===== config.mk =====
export PLATFORM = sky130hd
export DESIGN_NAME = pipelined_fetch_unit
export DESIGN_NICKNAME = d
export VERILOG_FILES = /design/src/rtl/fetch_pkg.sv /design/src/rtl/fetch_queue.sv /design/src/rtl/pipelined_fetch_unit.sv
export SDC_FILE = /design/constraint.sdc
export NUM_CORES = 1
export LEC_CHECK = 0
export BUFFER_PORTS_ARGS = -buffer_cell sky130_fd_sc_hd__buf_2
export CELL_PAD_IN_SITES_DETAIL_PLACEMENT = 1
export CELL_PAD_IN_SITES_GLOBAL_PLACEMENT = 1
export CORE_ASPECT_RATIO = 1.5
export CORE_MARGIN = 2
export CORE_UTILIZATION = 48
export DETAILED_ROUTE_END_ITERATION = 6
export GPL_TIMING_DRIVEN = 0
export MAX_ROUTING_LAYER = met4
export PLACE_DENSITY_LB_ADDON = 0.1
export SLEW_MARGIN = 10
export SYNTH_ARGS = -nofsm -noshare
export SYNTH_HDL_FRONTEND = slang
export SYNTH_HIERARCHICAL = 1
export SYNTH_SLANG_ARGS = --single-unit

===== constraint.sdc =====
create_clock -name clk -period 8.8 [get_ports clk]
set_input_delay 0.44 -clock clk [delete_from_list [all_inputs] [get_ports clk]]
set_output_delay 0.44 -clock clk [all_outputs]
set_load 0.02 [all_outputs]

===== src/rtl/fetch_pkg.sv =====
// Shared types and defaults for the pipelined fetch unit.
package fetch_pkg;

  localparam int unsigned XLEN_DEF = 64;
  localparam int unsigned ILEN_DEF = 32;

  typedef enum logic {
    RUN  = 1'b0,
    HALT = 1'b1
  } fetch_state_e;

  // Queue entry at the default widths; the fetch unit uses the same layout
  // at its own parameterised widths.
  typedef struct packed {
    logic [XLEN_DEF-1:0] pc;
    logic [ILEN_DEF-1:0] instr;
    logic                fault;
  } fetch_entry_t;

  // Packed width of a {pc, instr, fault} entry.
  function automatic int unsigned entry_width(input int unsigned xlen,
                                              input int unsigned ilen);
    return xlen + ilen + 1;
  endfunction

endpackage


===== src/rtl/fetch_queue.sv =====
// Synchronous FIFO holding fetched entries; flush empties it and may load
// one entry in the same cycle.
module fetch_queue #(
  parameter int unsigned WIDTH = 8,
  parameter int unsigned DEPTH = 4
) (
  input  logic                     clk,
  input  logic                     rst,
  input  logic                     flush,
  input  logic                     push,
  input  logic [WIDTH-1:0]         push_data,
  input  logic                     pop,
  output logic [WIDTH-1:0]         head_data,
  output logic [$clog2(DEPTH):0]   occupancy
);

  localparam int unsigned AW = $clog2(DEPTH);
  localparam int unsigned CW = AW + 1;
  localparam logic [CW-1:0] FULL = CW'(DEPTH);

  logic [WIDTH-1:0] mem [DEPTH];
  logic [AW-1:0]    rd_ptr;
  logic [AW-1:0]    wr_ptr;
  logic [CW-1:0]    count;
  logic             push_ok;
  logic             pop_ok;
  logic [AW-1:0]    wr_idx;

  // Pop only when non-empty; push only when space exists (or a pop frees it).
  always_comb begin
    pop_ok  = pop && (count != '0);
    push_ok = push && ((count != FULL) || pop_ok);
    wr_idx  = flush ? '0 : wr_ptr;
  end

  // Pointer and count state; pointers wrap naturally at the power-of-two depth.
  always_ff @(posedge clk or negedge rst) begin
    if (!rst) begin
      rd_ptr <= '0;
      wr_ptr <= '0;
      count  <= '0;
    end else if (flush) begin
      // Flush wins over pop; a simultaneous push lands in slot 0.
      rd_ptr <= '0;
      wr_ptr <= push ? AW'(1) : '0;
      count  <= push ? CW'(1) : '0;
    end else begin
      if (push_ok) wr_ptr <= wr_ptr + AW'(1);
      if (pop_ok)  rd_ptr <= rd_ptr + AW'(1);
      case ({push_ok, pop_ok})
        2'b10:   count <= count + CW'(1);
        2'b01:   count <= count - CW'(1);
        default: count <= count;
      endcase
    end
  end

  // Storage array; contents are only meaningful below the count.
  always_ff @(posedge clk) begin
    if ((flush && push) || (!flush && push_ok)) begin
      mem[wr_idx] <= push_data;
    end
  end

  assign head_data = mem[rd_ptr];
  assign occupancy = count;

endmodule


===== src/rtl/pipelined_fetch_unit.sv =====
// Instruction fetch front end: PC generation, epoch-tagged single in-flight
// request, redirect handling and a decode-facing fetch queue.
module pipelined_fetch_unit
  import fetch_pkg::*;
#(
  parameter int unsigned      XLEN     = XLEN_DEF,
  parameter int unsigned      ILEN     = ILEN_DEF,
  parameter int unsigned      QDEPTH   = 4,
  parameter logic [XLEN-1:0]  RESET_PC = '0
) (
  input  logic                       clk,
  input  logic                       rst,
  input  logic                       redirect_valid,
  input  logic [XLEN-1:0]            redirect_base,
  input  logic [XLEN-1:0]            redirect_offset,
  output logic                       imem_req_valid,
  output logic [XLEN-1:0]            imem_req_addr,
  input  logic                       imem_resp_valid,
  input  logic [ILEN-1:0]            imem_resp_data,
  output logic                       out_valid,
  input  logic                       out_ready,
  output logic [XLEN-1:0]            out_pc,
  output logic [ILEN-1:0]            out_instr,
  output logic                       out_fault,
  output logic [$clog2(QDEPTH):0]    occupancy
);

  localparam int unsigned OCC_W = $clog2(QDEPTH) + 1;
  localparam int unsigned SUM_W = OCC_W + 1;
  localparam int unsigned EW    = entry_width(XLEN, ILEN);
  localparam logic [SUM_W-1:0] QD_LIMIT = SUM_W'(QDEPTH);
  localparam logic [XLEN-1:0]  PC_STEP  = XLEN'(ILEN / 8);

  typedef struct packed {
    logic [XLEN-1:0] pc;
    logic [ILEN-1:0] instr;
    logic            fault;
  } entry_t;

  fetch_state_e    state;
  fetch_state_e    state_next;
  logic [XLEN-1:0] fetch_pc;
  logic            epoch;
  logic            inflight;
  logic            inflight_epoch;
  logic [XLEN-1:0] inflight_pc;

  logic [XLEN-1:0] target;
  logic            target_aligned;
  logic [SUM_W-1:0] pending;
  logic            issue;
  logic            resp_ok;

  logic            q_flush;
  logic            q_push;
  logic            q_pop;
  entry_t          q_data;
  entry_t          head;
  logic [OCC_W-1:0] q_occ;

  // Redirect target, issue decision and response acceptance.
  always_comb begin
    target         = redirect_base + redirect_offset;
    target_aligned = (target[1:0] == 2'b00);
    pending        = {1'b0, q_occ} + SUM_W'(inflight);
    issue          = rst && (state == RUN) && (pending < QD_LIMIT) && !redirect_valid;
    resp_ok        = imem_resp_valid && inflight && (inflight_epoch == epoch);
  end

  // Next state: any redirect decides RUN vs HALT by target alignment.
  always_comb begin
    state_next = state;
    if (redirect_valid) begin
      state_next = target_aligned ? RUN : HALT;
    end
  end

  // State register.
  always_ff @(posedge clk or negedge rst) begin
    if (!rst) state <= RUN;
    else      state <= state_next;
  end

  // Queue control: a redirect flushes and optionally loads a fault entry,
  // overriding any same-cycle response or pop.
  always_comb begin
    q_flush = redirect_valid;
    q_push  = 1'b0;
    q_pop   = out_valid && out_ready && !redirect_valid;
    q_data  = '0;
    if (redirect_valid) begin
      q_push       = !target_aligned;
      q_data.pc    = target;
      q_data.instr = '0;
      q_data.fault = 1'b1;
    end else if (resp_ok) begin
      q_push       = 1'b1;
      q_data.pc    = inflight_pc;
      q_data.instr = imem_resp_data;
      q_data.fault = 1'b0;
    end
  end

  // Fetch PC, epoch and in-flight tracking.
  always_ff @(posedge clk or negedge rst) begin
    if (!rst) begin
      fetch_pc       <= RESET_PC;
      epoch          <= 1'b0;
      inflight       <= 1'b0;
      inflight_epoch <= 1'b0;
      inflight_pc    <= '0;
    end else begin
      inflight <= issue;
      if (issue) begin
        inflight_epoch <= epoch;
        inflight_pc    <= fetch_pc;
      end
      if (redirect_valid) begin
        fetch_pc <= target;
        epoch    <= ~epoch;
      end else if (issue) begin
        fetch_pc <= fetch_pc + PC_STEP;
      end
    end
  end

  fetch_queue #(
    .WIDTH (EW),
    .DEPTH (QDEPTH)
  ) u_queue (
    .clk       (clk),
    .rst       (rst),
    .flush     (q_flush),
    .push      (q_push),
    .push_data (q_data),
    .pop       (q_pop),
    .head_data (head),
    .occupancy (q_occ)
  );

  assign imem_req_valid = issue;
  assign imem_req_addr  = fetch_pc;
  assign occupancy      = q_occ;
  assign out_valid      = (q_occ != '0);
  // Head fields read as zero whenever the queue is empty.
  assign out_pc         = out_valid ? head.pc    : '0;
  assign out_instr      = out_valid ? head.instr : '0;
  assign out_fault      = out_valid ? head.fault : 1'b0;

endmodule


==> results.toml <==
[run_status]
status = "finished clean"

[worst_hold_path]
min_path_type = "input port to flop"

[power_and_ir_drop]
p_total_mw = 7.119
vdd_ir_drop_max_mv = 0.1325
cellPowerDensity_nw_per_um2 = 232.0
leakagePower_nw = 12.08

[layout]
fin_util = 0.5709
nets = 2640
layout-drive-gt1-share = 0.2647
final-seq-area_um2 = 15130
area_growth_pct = 17.29
multi_input_area_um2 = 10520
fin_area_um2 = 30680
antenna_cells = 0
final.fill_count = 5527

[clock_network]
cts_buffers = 48
post-cts-setup-buffers = 0
cts_resized = 0
root_buffer = "clkbuf_16"
clk_pin_slew_ps = 70
cts_tree = "built"
ctsHoldBuffers = 1
htree_levels = 2
clk_latency_ps = 580
clockBufferDepth = 3
numClockSinks = 527

[flow_run]
drv_cap = 0

[grt]
use_met2 = 0.5041
use_met3 = 0.03696
use_met1 = 0.3470
grt_pass1_wl_um = 120900
grt_max_degree = 95
antenna_found_initial = 0
grt_use_total = 0.2909
overflow = 0
grt-busiest-layer = "met2"
grt_pass1_vias = 19851

[detailed_routing]
vias_per_cell = 5.866
wl_um = 79260
drc = 0
drt-wirelength-per-cell_um = 25.26
vias = 18403
ant_nets = 0
first_iter_violations = 1085
firstDrtPassIters = 5

[yosys]
synth.distinct_cells = 85
ys_seq_area_frac = 0.5784
ys_async_sr_fraction = 0.2638
synth-seq-cells = 527
ys.flop_type = "edfxtp_1"
syn_area_um2 = 26160
synth_edf_count = 388
synthesis.nets = 2241
syn_avg_cell_area_um2 = 13.01
yosysWarnings = 6
netlist_instances = 2010

[timing]
timing.final.crit_share = 0.5984
hold_violations = 0
fmax_mhz = 189.9
worst_pin_slew_ps = 1229
final.setup.tns_ps = 0
fin_skew_ps = 27.79
setup_viol = 0
fin_hold_ws_ps = 232.5
relSlewSlack = 0.1806
period_needed_ps = 5266
rsz0062_at_grt = "no"
maxSlewViolCount = 0

[die]
die_y_um = 289.9
fp-row-count = 104
floorplan.initialDensity = 0.4867
core_area_um2 = 53740
ioPinCount = 331
die_area_um2 = 56420
dieWidth_um = 194.6

[critical_path]
required_ps = 9070
startpoint_type = "input port"
crit_type = "input port to flop"
cp.arrival_ps = 5530
r2r_setup_slack_ps = 4270
cp_max_fo = 24
cp-end-kind = "flop"

[placed_design]
gp_congestion = 0.9222
io_buffer_count = 330
place_hpwl_um = 60470
dpl_cell_area_um2 = 29140
==> routing by layer <==
layer,share of wire,vias to the layer above
met5,0,-
met1,0.39,9326
met3,0.053,147
li1,-,8348
met4,0.040,0
met2,0.52,582
==> layout make-up <==
type	instances	area share
Sequential cell	527	0.4931
Buffer	101	0.01378
Clock buffer	62	0.04258
Clock inverter	27	0.007218
Multi-Input combinational cell	1351	0.3429
Tap cell	689	0.02810
Inverter	31	0.003793
Timing Repair Buffer	349	0.06851
==> state kept, by name (all words and copies together) (netlist names) <==
| signal | count |
|---|---|
| epoch | 1 |
| imem_req_addr | 64 |
| inflight | 1 |
| inflight_epoch | 1 |
| inflight_pc | 64 |
| state | 1 |
| u_queue/mem | 388 |
| u_queue/occupancy | 3 |
| u_queue/rd_ptr | 2 |
| u_queue/wr_ptr | 2 |
==> layout by cell type, fill, tap and decap left out, drive strengths merged, types with 5 or more instances in the layout <==
master,Yosys,layout
edfxtp,388,388
buf,34,382
nand2,202,202
and2,139,139
dfrtp,139,139
clkbuf,67,129
nor2,101,101
mux4,97,97
a21oi,97,97
o21ai,84,84
mux2,83,83
ha,64,64
xnor2,58,58
nand3,57,57
xor2,47,47
a21o,42,42
nand4,41,41
inv,30,31
and3,24,24
clkinv,1,22
nor3,20,20
o21bai,17,17
a22o,14,14
nand2b,14,14
a31oi,12,12
mux2i,10,10
nor2b,9,9
o21a,9,9
o211ai,9,9
a211oi,9,9
and4,7,7
o31ai,6,6
or3,5,5
nor4,5,5
a21boi,5,5
==> cell families (layout without fill, tap and decap cells) <==
logic type	Yosys count	after routing	share of synthesized area
buf+inv	132	570	0.02062
fa+ha+maj	66	66	0.03214
xor+xnor	105	105	0.03516
flops	527	527	0.5784
mux	190	190	0.1231
simple gates	642	642	0.1235
compound gates	348	348	0.08715
==> report_power, final <==
group          leakage (nW)  internal (mW)  switching [mW]
clock network         0.745           1.14           0.919
registers              5.42           3.02           0.233
logic                  5.91          0.713            1.09
==> cell usage after synthesis, types with 7 or more instances <==
library cell	count	area, um^2
a21o_1	42	315.3
a21oi_1	96	480.5
a22o_1	14	122.6
a31oi_1	11	68.82
and2_1	139	869.6
and3_1	24	150.1
and4_1	7	61.31
buf_1	12	45.04
buf_2	18	90.09
clkbuf_1	65	244.0
dfrtp_1	139	3478
edfxtp_1	388	11650
ha_1	64	800.8
inv_1	30	112.6
mux2_2	83	934.7
mux2i_1	10	100.1
mux4_2	97	2185
nand2_1	202	758.2
nand2b_1	14	87.58
nand3_1	57	285.3
nand4_1	41	256.5
nor2_1	101	379.1
nor2b_1	9	56.30
nor3_1	19	95.09
o211ai_1	8	60.06
o21a_1	9	67.56
o21ai_0	77	385.4
o21bai_1	17	127.6
xnor2_1	58	508.0
xor2_1	47	411.6
==> through the flow <==
| stage | instances | setup WS [ps] |
|---|---|---|
| 2_1_floorplan | 2010 | 2011 |
| 3_5_place_dp | 3047 | 3056 |
| 6_report | 3137 | 3534 |
| 3_3_place_gp | 3029 | -3350 |
| 5_1_grt | 3137 | 3456 |
| 4_1_cts | 3137 | 3629 |
==> critical path: stages <==
cell and delay (ps):
buf_2 300, clkbuf_1 720, clkbuf_1 430, buf_1 790, clkbuf_1 550, a21o_1 300, clkbuf_1 410, nand3_1 370
nor2_4 670, buf_12 290, buf_12 220
==> final timing paths <==
path	startpoint	endpoint	depth (start not counted)
worst min-delay path	imem_resp_data[12]	u_queue/mem[0][13]$_DFFE_PP_	2
worst max-delay path	redirect_valid	u_queue/mem[1][46]$_DFFE_PP_	11
min in group asynchronous	rst	inflight_pc[17]$_DFFE_PN0P_	2
max in group asynchronous	rst	inflight_pc[54]$_DFFE_PN0P_	3
worst min register to register	inflight_pc[23]$_DFFE_PN0P_	inflight_pc[23]$_DFFE_PN0P_	1
worst max register to register	epoch$_DFFE_PN0P_	u_queue/mem[1][46]$_DFFE_PP_	10
Power figures use the tool's default switching activity.
